[src/rtl/mux_console.sv]
// Memory-mapped serial console: a status/data register pair on the CPU bus,
// a one-byte transmit holding register and a one-byte receive buffer with error flags.
module mux_console #(
  parameter logic [15:0] BASE_ADDR    = 16'hF200,
  parameter int          CLKS_PER_BIT = 16
) (
  input  logic        clock,
  input  logic        reset,
  input  logic [15:0] addressBus,
  input  logic [7:0]  dataOutBus,
  input  logic        writeEnBus,
  input  logic        readEnBus,
  output logic [7:0]  dataInBus,
  input  logic        rxd,
  output logic        txd,
  output logic        irq
);
  localparam int               CNT_W     = $clog2(CLKS_PER_BIT);
  localparam logic [CNT_W-1:0] CNT_LAST  = CNT_W'(CLKS_PER_BIT - 1);
  localparam logic [CNT_W-1:0] CNT_MID   = CNT_W'(CLKS_PER_BIT / 2);
  localparam logic [CNT_W-1:0] CNT_ONE   = CNT_W'(1);
  localparam logic [15:0]      DATA_ADDR = BASE_ADDR + 16'd1;

  typedef enum logic [1:0] {S_IDLE, S_START, S_DATA, S_STOP} state_t;

  logic       sel_status, sel_data, data_read, err_clear;
  logic       tx_empty, tx_idle, rx_rdy, fe, ovr;
  logic [7:0] rx_data, status;

  assign sel_status = (addressBus == BASE_ADDR);
  assign sel_data   = (addressBus == DATA_ADDR);
  assign data_read  = readEnBus && sel_data;
  assign err_clear  = data_read || (writeEnBus && sel_status && dataOutBus[7]);

  assign status    = {3'b000, tx_idle, ovr, fe, tx_empty, rx_rdy};
  assign dataInBus = sel_status ? status : (sel_data ? rx_data : 8'h00);
  assign irq       = rx_rdy;

  // Transmitter
  state_t           tx_state, tx_next;
  logic [CNT_W-1:0] tx_cnt;
  logic [2:0]       tx_bit;
  logic [7:0]       tx_hold, tx_shift;
  logic             tx_tick, tx_write, tx_load, tx_shift_en;

  assign tx_tick  = (tx_cnt == CNT_LAST);
  assign tx_write = writeEnBus && sel_data && tx_empty;

  always_ff @(posedge clock or posedge reset) begin
    if (reset) tx_state <= S_IDLE;
    else       tx_state <= tx_next;
  end

  always_comb begin
    tx_next = tx_state;
    case (tx_state)
      S_IDLE:  if (!tx_empty) tx_next = S_START;
      S_START: if (tx_tick) tx_next = S_DATA;
      S_DATA:  if (tx_tick && tx_bit == 3'd7) tx_next = S_STOP;
      S_STOP:  if (tx_tick) tx_next = tx_empty ? S_IDLE : S_START;
      default: tx_next = S_IDLE;
    endcase
  end

  // txd decodes straight from state so an async reset forces the line high at once
  always_comb begin
    txd         = 1'b1;
    tx_load     = 1'b0;
    tx_shift_en = 1'b0;
    case (tx_state)
      S_IDLE:  tx_load = !tx_empty;
      S_START: txd = 1'b0;
      S_DATA:  begin txd = tx_shift[0]; tx_shift_en = tx_tick; end
      S_STOP:  tx_load = tx_tick && !tx_empty;
      default: txd = 1'b1;
    endcase
  end

  always_ff @(posedge clock or posedge reset) begin
    if (reset) begin
      tx_empty <= 1'b1;
      tx_idle  <= 1'b1;
      tx_cnt   <= '0;
      tx_bit   <= '0;
    end else begin
      if (tx_load)       tx_empty <= 1'b1;
      else if (tx_write) tx_empty <= 1'b0;
      if (tx_load)                                  tx_idle <= 1'b0;
      else if (tx_state == S_STOP && tx_tick)       tx_idle <= 1'b1;
      if (tx_load || tx_tick || tx_state == S_IDLE) tx_cnt <= '0;
      else                                          tx_cnt <= tx_cnt + CNT_ONE;
      if (tx_state == S_START) tx_bit <= '0;
      else if (tx_shift_en)    tx_bit <= tx_bit + 3'd1;
    end
  end

  always_ff @(posedge clock) begin
    if (tx_write) tx_hold <= dataOutBus;
    if (tx_load)          tx_shift <= tx_hold;
    else if (tx_shift_en) tx_shift <= {1'b0, tx_shift[7:1]};
  end

  // Receiver
  logic             rx_meta, rx_line;
  state_t           rx_state, rx_next;
  logic [CNT_W-1:0] rx_cnt;
  logic [2:0]       rx_bit;
  logic [7:0]       rx_shift;
  logic             rx_tick, rx_mid, rx_sample, rx_done, rx_cnt_clr;

  always_ff @(posedge clock or posedge reset) begin
    if (reset) {rx_meta, rx_line} <= 2'b11;
    else       {rx_meta, rx_line} <= {rxd, rx_meta};
  end

  assign rx_tick = (rx_cnt == CNT_LAST);
  assign rx_mid  = (rx_cnt == CNT_MID);

  always_ff @(posedge clock or posedge reset) begin
    if (reset) rx_state <= S_IDLE;
    else       rx_state <= rx_next;
  end

  always_comb begin
    rx_next = rx_state;
    case (rx_state)
      S_IDLE:  if (!rx_line) rx_next = S_START;
      S_START: if (rx_mid) rx_next = rx_line ? S_IDLE : S_DATA;
      S_DATA:  if (rx_tick && rx_bit == 3'd7) rx_next = S_STOP;
      S_STOP:  if (rx_tick) rx_next = S_IDLE;
      default: rx_next = S_IDLE;
    endcase
  end

  always_comb begin
    rx_sample  = 1'b0;
    rx_done    = 1'b0;
    rx_cnt_clr = 1'b1;
    case (rx_state)
      S_IDLE:  rx_cnt_clr = 1'b1;
      S_START: rx_cnt_clr = rx_mid;
      S_DATA:  begin rx_sample = rx_tick; rx_cnt_clr = rx_tick; end
      S_STOP:  begin rx_done = rx_tick; rx_cnt_clr = rx_tick; end
      default: rx_cnt_clr = 1'b1;
    endcase
  end

  always_ff @(posedge clock or posedge reset) begin
    if (reset) begin
      rx_cnt <= '0;
      rx_bit <= '0;
    end else begin
      if (rx_cnt_clr) rx_cnt <= '0;
      else            rx_cnt <= rx_cnt + CNT_ONE;
      if (rx_state == S_START) rx_bit <= '0;
      else if (rx_sample)      rx_bit <= rx_bit + 3'd1;
    end
  end

  always_ff @(posedge clock) begin
    if (rx_sample) rx_shift <= {rx_line, rx_shift[7:1]};
  end

  // A byte completing on the same edge as a data read wins over the read's clear
  always_ff @(posedge clock or posedge reset) begin
    if (reset) begin
      rx_rdy  <= 1'b0;
      fe      <= 1'b0;
      ovr     <= 1'b0;
      rx_data <= 8'h00;
    end else if (rx_done) begin
      rx_rdy  <= 1'b1;
      rx_data <= rx_shift;
      fe      <= (fe & ~err_clear) | ~rx_line;
      ovr     <= (ovr & ~err_clear) | (rx_rdy & ~data_read);
    end else begin
      if (data_read) rx_rdy <= 1'b0;
      if (err_clear) begin
        fe  <= 1'b0;
        ovr <= 1'b0;
      end
    end
  end

endmodule

[config.mk]
export PLATFORM = sky130hd
export DESIGN_NAME = mux_console
export DESIGN_NICKNAME = d
export VERILOG_FILES = /design/src/rtl/mux_console.sv
export SDC_FILE = /design/constraint.sdc
export NUM_CORES = 1
export LEC_CHECK = 0
export ABC_CLOCK_PERIOD_IN_PS = 2300
export BUFFER_PORTS_ARGS = -buffer_cell sky130_fd_sc_hd__buf_2
export CAP_MARGIN = 10
export CORE_ASPECT_RATIO = 2
export CORE_MARGIN = 2
export CORE_UTILIZATION = 45
export CTS_CLUSTER_SIZE = 30
export DETAILED_ROUTE_END_ITERATION = 6
export PLACE_DENSITY = 0.66
export SLEW_MARGIN = 5
export SYNTH_ARGS = -nofsm -noshare
export SYNTH_HDL_FRONTEND = slang
export SYNTH_SLANG_ARGS = --single-unit
[constraint.sdc]
create_clock -name clock -period 2.3 [get_ports clock]
set_input_delay 0.23 -clock clock [delete_from_list [all_inputs] [get_ports clock]]
set_output_delay 0.23 -clock clock [all_outputs]
set_load 0.02 [all_outputs]
== Yosys cells after proc, flatten, opt, wreduce, memory -nomap -nowiden ==
Cells that the tools add are included.

* Bits in registers: 57
* Input port bits: 29
* Output and inout port bits: 10
* Word-level logic and storage cells: 112

* Add/sub/neg operators: 4
* Eq/ne operators: 21
* Multiplexer cells: 37
* Bitwise operators: 8
* Reductions and logical operators: 25

{| class="wikitable"
|+ Operators with widths
! operator !! count
|-
| equality test 16 bit (second input constant) || 2
|-
| two-way mux 8 bit || 4
|-
| two-way mux 2 bit || 9
|-
| != test 2 bit (second input constant) || 8
|-
| one-hot mux 2 bit (4 select lines) || 2
|-
| nonzero test 2 bit || 7
|-
| two-way mux 1 bit || 13
|-
| equality test 4 bit (second input constant) || 3
|-
| two-way mux 3 bit || 4
|-
| logical AND 1 bit || 9
|-
| adder 4 x 1 -> 4 bit (second input constant) || 2
|-
| equality test 2 bit (second input constant) || 4
|-
| two-way mux 4 bit || 2
|-
| AND reduction 4 bit || 2
|-
| adder 3 x 1 -> 3 bit (second input constant) || 2
|-
| equality test 3 bit (second input constant) || 2
|-
| equality test 2 x 1 -> 1 bit (second input constant) || 2
|-
| zero test 2 bit || 2
|-
| one-hot mux 1 bit (2 select lines) || 2
|-
| AND 1 bit || 3
|-
| logical OR 1 bit || 3
|-
| inverter 1 bit || 3
|-
| one-hot mux 1 bit (3 select lines) || 1
|-
| bitwise OR 1 bit || 2
|-
| 2 further kinds || 2
|}

== Logic depth before layout (Yosys ltp) ==
Gate-level depths: netlist of the first run.

* Word-level depth: 8
* Mapped depth: 7
* Mapped depth without buffers: 6

== Worst setup path before layout of the first run ==
No wires, ideal clock.

* Path kind: flip-flop to flip-flop
* Start: register tx_cnt[0]
* End: register tx_shift[0], enable pin
* Library setup time: 0.334 ns
* Arrival: 1.518 ns
* Setup slack: 0.447 ns
* Stages on the path, launching flop included: 8
* Buffers on the path: 2
* Period minus slack after synthesis: 1.853 ns
* Cells stage by stage: dfrtp_1 -> ha_1 -> and3_1 -> buf_2 -> a21oi_1 -> nor3_2 -> buf_6 -> nand2b_1

* Cells in the longest elaborated chain, start to end: 4
* Elaborated cells on any way between the ends: 5
* Those cells by class: eq/ne: 1; mux: 2; reduce/logical: 2

{| class="wikitable"
|+ Ends and longest elaborated chain
! what !! RTL line !! RTL
|-
| from (decl) || 41 || <nowiki>logic [CNT_W-1:0] tx_cnt;</nowiki>
|-
| from (signal assigned) || 91 || <nowiki>else tx_cnt <= tx_cnt + CNT_ONE;</nowiki>
|-
| equality test 4 bit * || 46 || <nowiki>assign tx_tick = (tx_cnt == CNT_LAST);</nowiki>
|-
| logical AND 1 bit || 74 || <nowiki>S_STOP: tx_load = tx_tick && !tx_empty;</nowiki>
|-
| one-hot mux 1 bit (2 select lines) || 70 || <nowiki>case (tx_state)</nowiki>
|-
| nonzero test 2 bit (no source line) * || -- ||
|-
| to (signal assigned) || 99 || <nowiki>if (tx_load) tx_shift <= tx_hold;</nowiki>
|-
| to (signal assigned) || 100 || <nowiki>else if (tx_shift_en) tx_shift <= {1'b0, tx_shift[7:1]};</nowiki>
|-
| to (decl) || 43 || <nowiki>logic [7:0] tx_hold, tx_shift;</nowiki>
|}

Every way passes the cells marked *; elsewhere a longest branch is shown, timed or not.
A chain may end at the register's enable or synchronous reset.

== Worst setup path in the final report of the first run ==
* Start: register tx_state[1]
* End: register tx_shift[6], data pin

* Cells in the longest elaborated chain, start to end: 3
* Elaborated cells on any way between the ends: 4
* Those cells by class: eq/ne: 1; mux: 2; reduce/logical: 1

{| class="wikitable"
|+ Ends and longest elaborated chain
! what !! RTL line !! RTL
|-
| from (decl) || 40 || <nowiki>state_t tx_state, tx_next;</nowiki>
|-
| from (signal assigned) || 51 || <nowiki>else tx_state <= tx_next;</nowiki>
|-
| equality test 2 bit or zero test 2 bit (tied branches) || 70 ||
|-
| one-hot mux 1 bit (2 select lines) * || 70 ||
|-
| two-way mux 8 bit * || 99 ||
|}

Marked as above.

==> results of run 1 <==
[per-layer routing]
metal / vias to the layer above / track usage
met5: - / 0
met4: 0 / 0.0880
met2: 50 / 0.310
li1: 815 / -
met3: 8 / 0.0467
met1: 853 / 0.201
[per-stage QoR]
step | instance area (um^2) | power [uW] | hold slack, ps
detailed placement | 2820 | 1780 | 337
floorplan | 2540 | 1650 | 234
global placement | 2820 | 1760 | 336
CTS | 3010 | 2680 | 0.347
finish | 3010 | 2640 | -14.8
global route | 3010 | 2790 | 31.3
[synth_stat cells, types with 2 or more instances]
library cell,instances,area (um^2)
dfrtp_1,29,726
edfxtp_1,24,721
mux2_2,16,180
ha_1,12,150
inv_1,11,41.3
nand2_1,10,37.5
nor2_1,9,33.8
a21oi_1,8,40.0
and2_1,7,43.8
a22o_1,5,43.8
o21ai_0,5,25.0
and3_1,4,25.0
dfstp_2,4,105
nand3_1,4,20.0
a21o_1,3,22.5
nand4_1,3,18.8
nor3_1,3,15.0
o22ai_1,3,18.8
a21boi_0,2,15.0
a2bb2oi_1,2,17.5
a31oi_1,2,12.5
buf_2,2,10.0
clkbuf_1,2,7.51
nand2b_1,2,12.5
nor2b_1,2,12.5
nor3b_1,2,15.0
xnor2_1,2,17.5
xor2_1,2,17.5
[layout make-up]
cell class | count | area share
clock buffers | 10 | 0.0423
clock inverters | 6 | 0.0195
inverters | 11 | 0.0137
multi-input cells | 121 | 0.303
flip-flops and latches | 57 | 0.515
well taps | 60 | 0.0249
repair buffers | 45 | 0.0814
[registers in the layout, indices dropped and copies added (netlist names), 2 cells and up, named ones only]
name,cells
rx_cnt,4
tx_shift,8
tx_cnt,4
tx_bit,3
tx_state,2
tx_hold,8
rx_bit,3
rx_shift,8
rx_data,8
[worst paths after layout]
| check | end | slack (ps) | cells past startpoint |
|---|---|---|---|
| setup / recovery | tx_shift[6] | 290 | 6 |
| hold / removal | tx_cnt[1] | -10 | 3 |
| min in group clock | tx_hold[2] | 80 | 1 |
| max in group asynchronous | tx_idle | 1960 | 3 |
| hold reg to reg | rx_line | 360 | 0 |
| setup reg to reg | tx_shift[6] | 290 | 6 |
[kinds of logic (layout without fill, tap and decap cells)]
logic type      count (synthesis)  count (layout)  share of synthesized area
buf+inv                        17              72                     0.0295
compound gates                 37              37                      0.101
xor+xnor                        4               4                     0.0138
simple gates                   52              52                      0.115
mux                            16              16                     0.0709
flops                          57              57                      0.611
fa+ha+maj                      12              12                     0.0591
[worst max-delay path: stages, from the launching register on]
cell,delay (ps)
dfrtp_1,420
inv_1,150
ha_1,300
a21oi_1,80
nor3_2,250
buf_4,230
mux2_2,330
[repair_timing]
| action | in CTS | in global routing |
|---|---|---|
| setup buffers | 0 | 0 |
| hold buffers | 1 | 0 |
| endpoints found under the setup margin | 0 | 0 |
| hold endpoints to repair | 1 | 0 |
[where the power goes]
group,leakage (uW),internal (uW),switching [uW],total [uW]
clock network,0.0000897,492,384,876
registers,0.000627,1230,154,1380
logic,0.000632,208,178,386
total,0.00135,1930,716,2640
==> key figures, run 1 <==
Placement
  – HPWL Detailed: between 3000 and 4000 um
  – DP Worst Slack: 300 ps
  – Post-Place Cells: 293
  – PortBufs: 38
  – Routability congestion estimate: 0.841

Timing
  – Fin Setup TNS: 0 ps
  – Worst slew pin tran: 474 ps
  – Final WS setup: between 200 and 300 ps
  – F_max: 497 MHz
  – Min Tclk post-route: 2010 ps
  – RSZ-0062 raised after global routing: false
  – Worst clock skew: 5.94 ps
  – Normalized max-slew margin: 0.681
  – Final Hold Vio Count: 8
  – Max Slew Vio Count: 0
  – Period utilization: 0.874
  – Final hold slack: -14.8 ps
  – Final setup viols: 0

Clocking
  – H-tree Lvls: 3
  – TritonCTS buffer count: 9
  – Worst skew pair latency: about 330 ps
  – CTS clk-pin slew, worst paths: 60 ps
  – CTS max path bufs: 2
  – Clock Root Buffer: clkbuf_8
  – Clk sinks: 57
  – Post-CTS sizing: 0
  – CTS tree: done

Critical path
  – CP max FO: 8
  – CP startpoint kind: register
  – WP data required: 2380 ps
  – Arrival time worst endpoint: 2090 ps
  – WS Path Type: reg2reg
  – Setup crit end kind: register
  – Reg2reg start: tx_state[1]
  – Critical path origin: tx_state[1]

Global route
  – First-pass GRT wire length: roughly 8400 um
  – Total GRT Usage: 0.179
  – Largest net degree at the start of global routing: 34
  – Antenna violations before repair: 0
  – Vias in the first global route: 1771
  – Grt total ovfl: 0

Finish
  – Commonest cells after routing, fill and taps aside: 38 x buf_2, 29 x dfrtp_1, 24 x edfxtp_1
  – Diodes inserted: 0
  – Final Util: 0.556
  – Area growth syn-to-layout: 18.6%
  – Commonest non-fill, non-tap cell in the layout: buf_2
  – Multi-input logic area: 915 um^2
  – Ratio of cells with drive above 1 in the final layout: 0.324
  – Final net count: 286
  – Non-filler cells in the finished layout: 310
  – Filler cell count: 483
  – Sequential cell area: 1550 um^2

Run status
  – Failing checks: negative hold slack
  – Run status: finished with violations

Synthesis
  – Distinct cells, synth: 43
  – Post-Synthesis Cells: 195
  – Ys flop type: dfrtp_1
  – #FFs+latches synth: 57
  – Post-synth EDFFs: 24
  – Post-synth net total: around 240
  – Cell Area, Synth: about 2500 um^2
  – Synth warn: 0
  – Register area share after synthesis: 0.611
  – Async set or reset register ratio after synthesis: 0.579
  – Syn_area_per_cell: 13.0 um^2

Detailed routing
  – Met2 Wirelength: 2690 um
  – Pre-antenna DRT Iters: 4
  – Drt drc: 0
  – Antenna Nets Post-Route: 0
  – Initial DRC Count: 70
  – Max layer used: met4
  – Via Count: 1726
  – Drt wl/cell: 15.8 um
  – Final WL: 4900 um
  – M1 WL: 1860 um
  – Met3 wire len: 243 um
  – Via/cell ratio: 5.57

Die
  – Starting density of the core: 0.469
  – Row cnt: 38
  – Chip Height: between 100 and 150 um
  – Ports: 39
  – Die ar.: 6300 um^2
  – Core area: 5420 um^2
  – Die W: 57.1 um

Pwr
  – Leak Pwr: 0.00135 uW
  – VDD IR max: 0.641 mV
  – Power per standard cell area: 877 nW/um^2

Flow run
  – Maximum capacitance violations: 0

Worst hold path
  – HP Class: in2async
Note: power is estimated with default switching activity, not from simulation.
==> run 2, diff against run 1 <==
CORE_UTILIZATION = 55   (was 45)
PLACE_DENSITY = 0.78   (was 0.66)
==> key figures, run 2 (synthesis gave the netlist of run 1 again) <==
Critical path
  – CP startpoint kind: register
  – Crit-path max cell delay: 390 ps
  – R2R depth: 6
  – Register-to-register path setup slack: 200 ps
  – Reg2reg start: tx_cnt[0]
  – CP max FO: 8
  – WP data required: ~2400 ps
  – Critical R2R Capture: tx_shift[4]
  – CP max-delay cell: dfrtp_1
  – WS Path Type: reg2reg
  – Crit-path cells: ha_1, and3_1, a21oi_1, nor3_2, buf_4, mux2_2
  – Arrival time worst endpoint: 2180 ps
  – Setup crit end kind: register

Clocking
  – CTS max path bufs: 2
  – CTS tree: done
  – H-tree Lvls: 3
  – Post-CTS sizing: 0
  – Clock Root Buffer: clkbuf_8
  – TritonCTS buffer count: 9
  – Post-CTS Hold Fix Bufs: 2
  – Post-CTS setup buffer count: 0
  – CTS clk-pin slew, worst paths: 70 ps
  – Worst skew pair latency: 330 ps
  – Clk sinks: 57

Global route
  – Largest net degree at the start of global routing: 18
  – First-pass GRT wire length: around 7700 um
  – Grt total ovfl: 0
  – Antenna violations before repair: 0
  – Total GRT Usage: 0.203
  – Vias in the first global route: around 1800

Timing
  – F_max: 477 MHz
  – Fin Setup TNS: 0 ps
  – Period utilization: 0.911
  – Min Tclk post-route: approximately 2100 ps
  – Normalized max-slew margin: 0.554
  – Worst clock skew: 5.10 ps
  – Final Hold Vio Count: 0
  – Worst slew pin tran: 668 ps
  – Final setup viols: 0
  – Max Slew Vio Count: 0
  – RSZ-0062 raised after global routing: false

Pwr
  – Comb pwr share: 0.129
  – Pwr Total: 3000 uW
  – Int Pwr: 2270 uW
  – Sequential Power Share: 0.459
  – Power per standard cell area: 969 nW/um^2
  – Clock share of power: 0.412
  – Leak Pwr: about 0.0014 uW
  – Sw frac: 0.243
  – Switching power summed over all nets: 728 uW
  – VDD IR max: about 0.72 mV

Placement
  – Area after DPL: roughly 2800 um^2
  – Routability congestion estimate: 0.751
  – HPWL Detailed: 3270 um
  – PortBufs: 38

Finish
  – Post-route design area: 3090 um^2
  – Commonest cells after routing, fill and taps aside: 38 x buf_2, 29 x dfrtp_1, 24 x edfxtp_1
  – Ratio of cells with drive above 1 in the final layout: 0.328
  – Commonest non-fill, non-tap cell in the layout: buf_2
  – Area growth syn-to-layout: 21.6%
  – Final net count: about 290
  – Diodes inserted: 0
  – Filler cell count: 315

Detailed routing
  – Pre-antenna DRT Iters: 4
  – Drt drc: 0
  – Initial DRC Count: 34
  – Via/cell ratio: 5.54
  – Final WL: around 4600 um
  – Drt wl/cell: 15.2 um
  – Via Count: 1690
  – Antenna Nets Post-Route: 0

Worst hold path
  – Hold path endpoint: tx_hold[4]
  – HP Start: dataOutBus[4]
  – Hold path depth: 1
  – HP Class: in2reg

Die
  – Die W: 52.1 um
  – Starting density of the core: 0.563
  – Core area: roughly 4500 um^2
  – Chip Height: 100 um
  – Ports: 39
  – Row cnt: 35
  – Die ar.: 5210 um^2

Flow run
  – Maximum capacitance violations: 0

Run status
  – Run status: finished, final reports clean
==> run 2: cell types whose count changed in the layout (fill, tap and decap cells not counted) <==
cell | before | now
buf_4 | 6 | 5
bufinv_16 | 1 | 4
clkbuf_1 | 1 | 0
clkinv_1 | 1 | 0
clkinv_2 | 2 | 1
clkinv_4 | 0 | 2
clkinvlp_4 | 2 | 0
dlygate4sd3_1 | 1 | 2
==> run 2: power by group through the flow <==
stage / Sequential [uW] / Combinational, uW / Clock (uW)
after floorplan: 1330 / 314 / 0
after global placement: 1380 / 364 / 0
after detailed placement: 1390 / 388 / 0
after CTS: 1370 / 394 / 1250
after global routing: 1400 / 433 / 1290
final: 1370 / 386 / 1230
==> run 2: worst max-delay path by stage <==
stage,end,slack (ps),depth (start not counted),start
final,tx_shift[4],200,6,tx_cnt[0]
after global placement,tx_shift[3],330,6,tx_cnt[0]
after CTS,tx_shift[2],220,6,tx_cnt[0]
after floorplan,tx_shift[0],450,7,tx_cnt[0]
after detailed placement,tx_shift[5],220,6,tx_cnt[0]
after global routing,tx_shift[2],40,6,tx_cnt[0]
==> run 2: worst max-delay path: cells and delay by family (launching register included) <==
kind / cells / cell delay [ps]
and+or+nand+nor: 2 / 550
DFF: 1 / 390
muxes: 1 / 340
adders and majority gates: 1 / 230
buffers and inverters: 1 / 220
AOI/OAI and AO/OA: 1 / 120
==> run 2: metal layers <==
layer  global-route usage  part of all wire
met5                    0                 0
met4               0.0891             0.017
met3               0.0595             0.046
met2                0.327              0.52
met1                0.246              0.42
==> run 2: per-stage QoR <==
stage	hold WS [ps]	utilization	setup WS [ps]	instances
2_1_floorplan	234	-	447	195
3_3_place_gp	338	0.622	332	287
3_5_place_dp	337	0.622	216	287
4_1_cts	59.5	0.685	216	305
5_1_grt	53.4	0.685	36.8	305
6_report	70.3	0.685	204	305
==> run 2: layout make-up <==
cell class              count  area, um^2  share of cell area
inverters                  11        41.3              0.0134
repair buffers             45         248              0.0802
flip-flops and latches     57        1550               0.502
clock inverters             7         143              0.0462
well taps                  55        68.8              0.0223
multi-input cells         121         915               0.296
clock buffers               9         124              0.0401
==> run 3, diff against run 2 <==
CORE_ASPECT_RATIO = 1.25   (was 2)
==> key figures, run 3 (synthesis gave the netlist of run 1 again) <==
Clocking
  – CTS tree: done
  – Clock Root Buffer: clkbuf_8
  – CTS max path bufs: 2
  – Worst skew pair latency: 330 ps
  – H-tree Lvls: 3
  – Post-CTS Hold Fix Bufs: 2
  – CTS clk-pin slew, worst paths: 60 ps
  – Post-CTS setup buffer count: 0
  – Clk sinks: 57
  – Post-CTS sizing: 0
  – TritonCTS buffer count: 9

Detailed routing
  – Via/cell ratio: 5.39
  – Pre-antenna DRT Iters: 4
  – Antenna Nets Post-Route: 0
  – Initial DRC Count: 54
  – Drt wl/cell: 14.4 um
  – Drt drc: 0
  – Via Count: 1665
  – Final WL: 4440 um

Die
  – Die W: ~65 um
  – Core area: 4430 um^2
  – Ports: 39
  – Row cnt: 27
  – Chip Height: about 80 um
  – Die ar.: 5180 um^2
  – Starting density of the core: 0.574

Timing
  – Fin Setup TNS: 0 ps
  – Final Hold Vio Count: 0
  – Max Slew Vio Count: 0
  – F_max: 527 MHz
  – RSZ-0062 raised after global routing: false
  – Final setup viols: 0
  – Min Tclk post-route: about 1900 ps
  – Final hold slack: between 70 and 80 ps
  – Period utilization: 0.825
  – Worst clock skew: 6.23 ps
  – Normalized max-slew margin: 0.680
  – Worst slew pin tran: 476 ps

Run status
  – Run status: finished, final reports clean

Finish
  – Commonest cells after routing, fill and taps aside: 38 x buf_2, 29 x dfrtp_1, 24 x edfxtp_1
  – Area growth syn-to-layout: 19.0%
  – Final net count: 287
  – Ratio of cells with drive above 1 in the final layout: 0.315
  – Commonest non-fill, non-tap cell in the layout: buf_2
  – Diodes inserted: 0

Worst hold path
  – HP Class: in2reg

Global route
  – Total GRT Usage: 0.192
  – Largest net degree at the start of global routing: 34
  – First-pass GRT wire length: between 7000 and 8000 um
  – Vias in the first global route: roughly 1600
  – Antenna violations before repair: 0
  – Grt total ovfl: 0

Placement
  – HPWL Detailed: 3190 um
  – Routability congestion estimate: 0.735
  – PortBufs: 38

Pwr
  – Leak Pwr: roughly 0.0014 uW
  – VDD IR max: around 0.71 mV
  – Power per standard cell area: 872 nW/um^2

Critical path
  – WP data required: 2380 ps
  – Setup crit end kind: register
  – Arrival time worst endpoint: 1980 ps
  – WS Path Type: reg2reg
  – CP max FO: 8
  – CP startpoint kind: register

Flow run
  – Maximum capacitance violations: 0
==> run 3: changes by cell type in the layout (fill, tap and decap cells not counted) <==
| cell | before | now |
|---|---|---|
| clkinv_1 | 0 | 2 |
| clkinv_4 | 2 | 0 |
| clkbuf_1 | 0 | 2 |
| bufinv_16 | 4 | 1 |
| buf_4 | 5 | 6 |
| clkbuf_8 | 9 | 10 |
==> run 3: routing by layer <==
layer	track usage	vias up	wire (um)
met5	0	-	0
met2	0.305	42	2090
met4	0.102	0	100
met3	0.0550	10	205
li1	-	821	-
met1	0.238	792	2040
==> run 3: worst paths after layout <==
kind                                from     endpoint  slack [ps]  cells past startpoint
setup / recovery               tx_cnt[0]  tx_shift[2]         400                      6
hold / removal             dataOutBus[6]   tx_hold[6]          70                      1
setup reg to reg               tx_cnt[0]  tx_shift[2]         400                      6
hold reg to reg                  rx_meta      rx_line         360                      0
max in group asynchronous          reset     tx_empty        1440                      4
min in group asynchronous          reset   rx_data[0]         520                      4
==> run 3: report_power, final <==
part	total [uW]	internal (uW)	switching [uW]
clock network	893	521	371
logic	378	209	169
registers	1360	1230	137
==> run 3: metrics by stage <==
step                instance area [um^2]  instances  worst slack, ps   util  total power, uW
finish                              3020        309              402  0.683             2630
global route                        3020        309              251  0.683             2770
CTS                                 3020        309              383  0.683             2660
detailed placement                  2820        291              378  0.636             1760
global placement                    2820        291              446  0.636             1750
floorplan                           2540        195              447      -             1650
==> run 3: area by class of cell <==
cell class / instances / area (um^2)
sequential: 57 / 1550
fill: 334 / 1400
multi-input combinational: 121 / 915
timing repair buffer: 46 / 255
clock buffer: 12 / 145
tap: 58 / 72.6
clock inverter: 4 / 42.5
inverter: 11 / 41.3
==> run 3: critical path: stages (launching register included) <==
cell     delay, ps
dfrtp_1        390
ha_1           220
and3_1         200
a21oi_1         90
nor3_2         200
buf_4          210
mux2_2         340
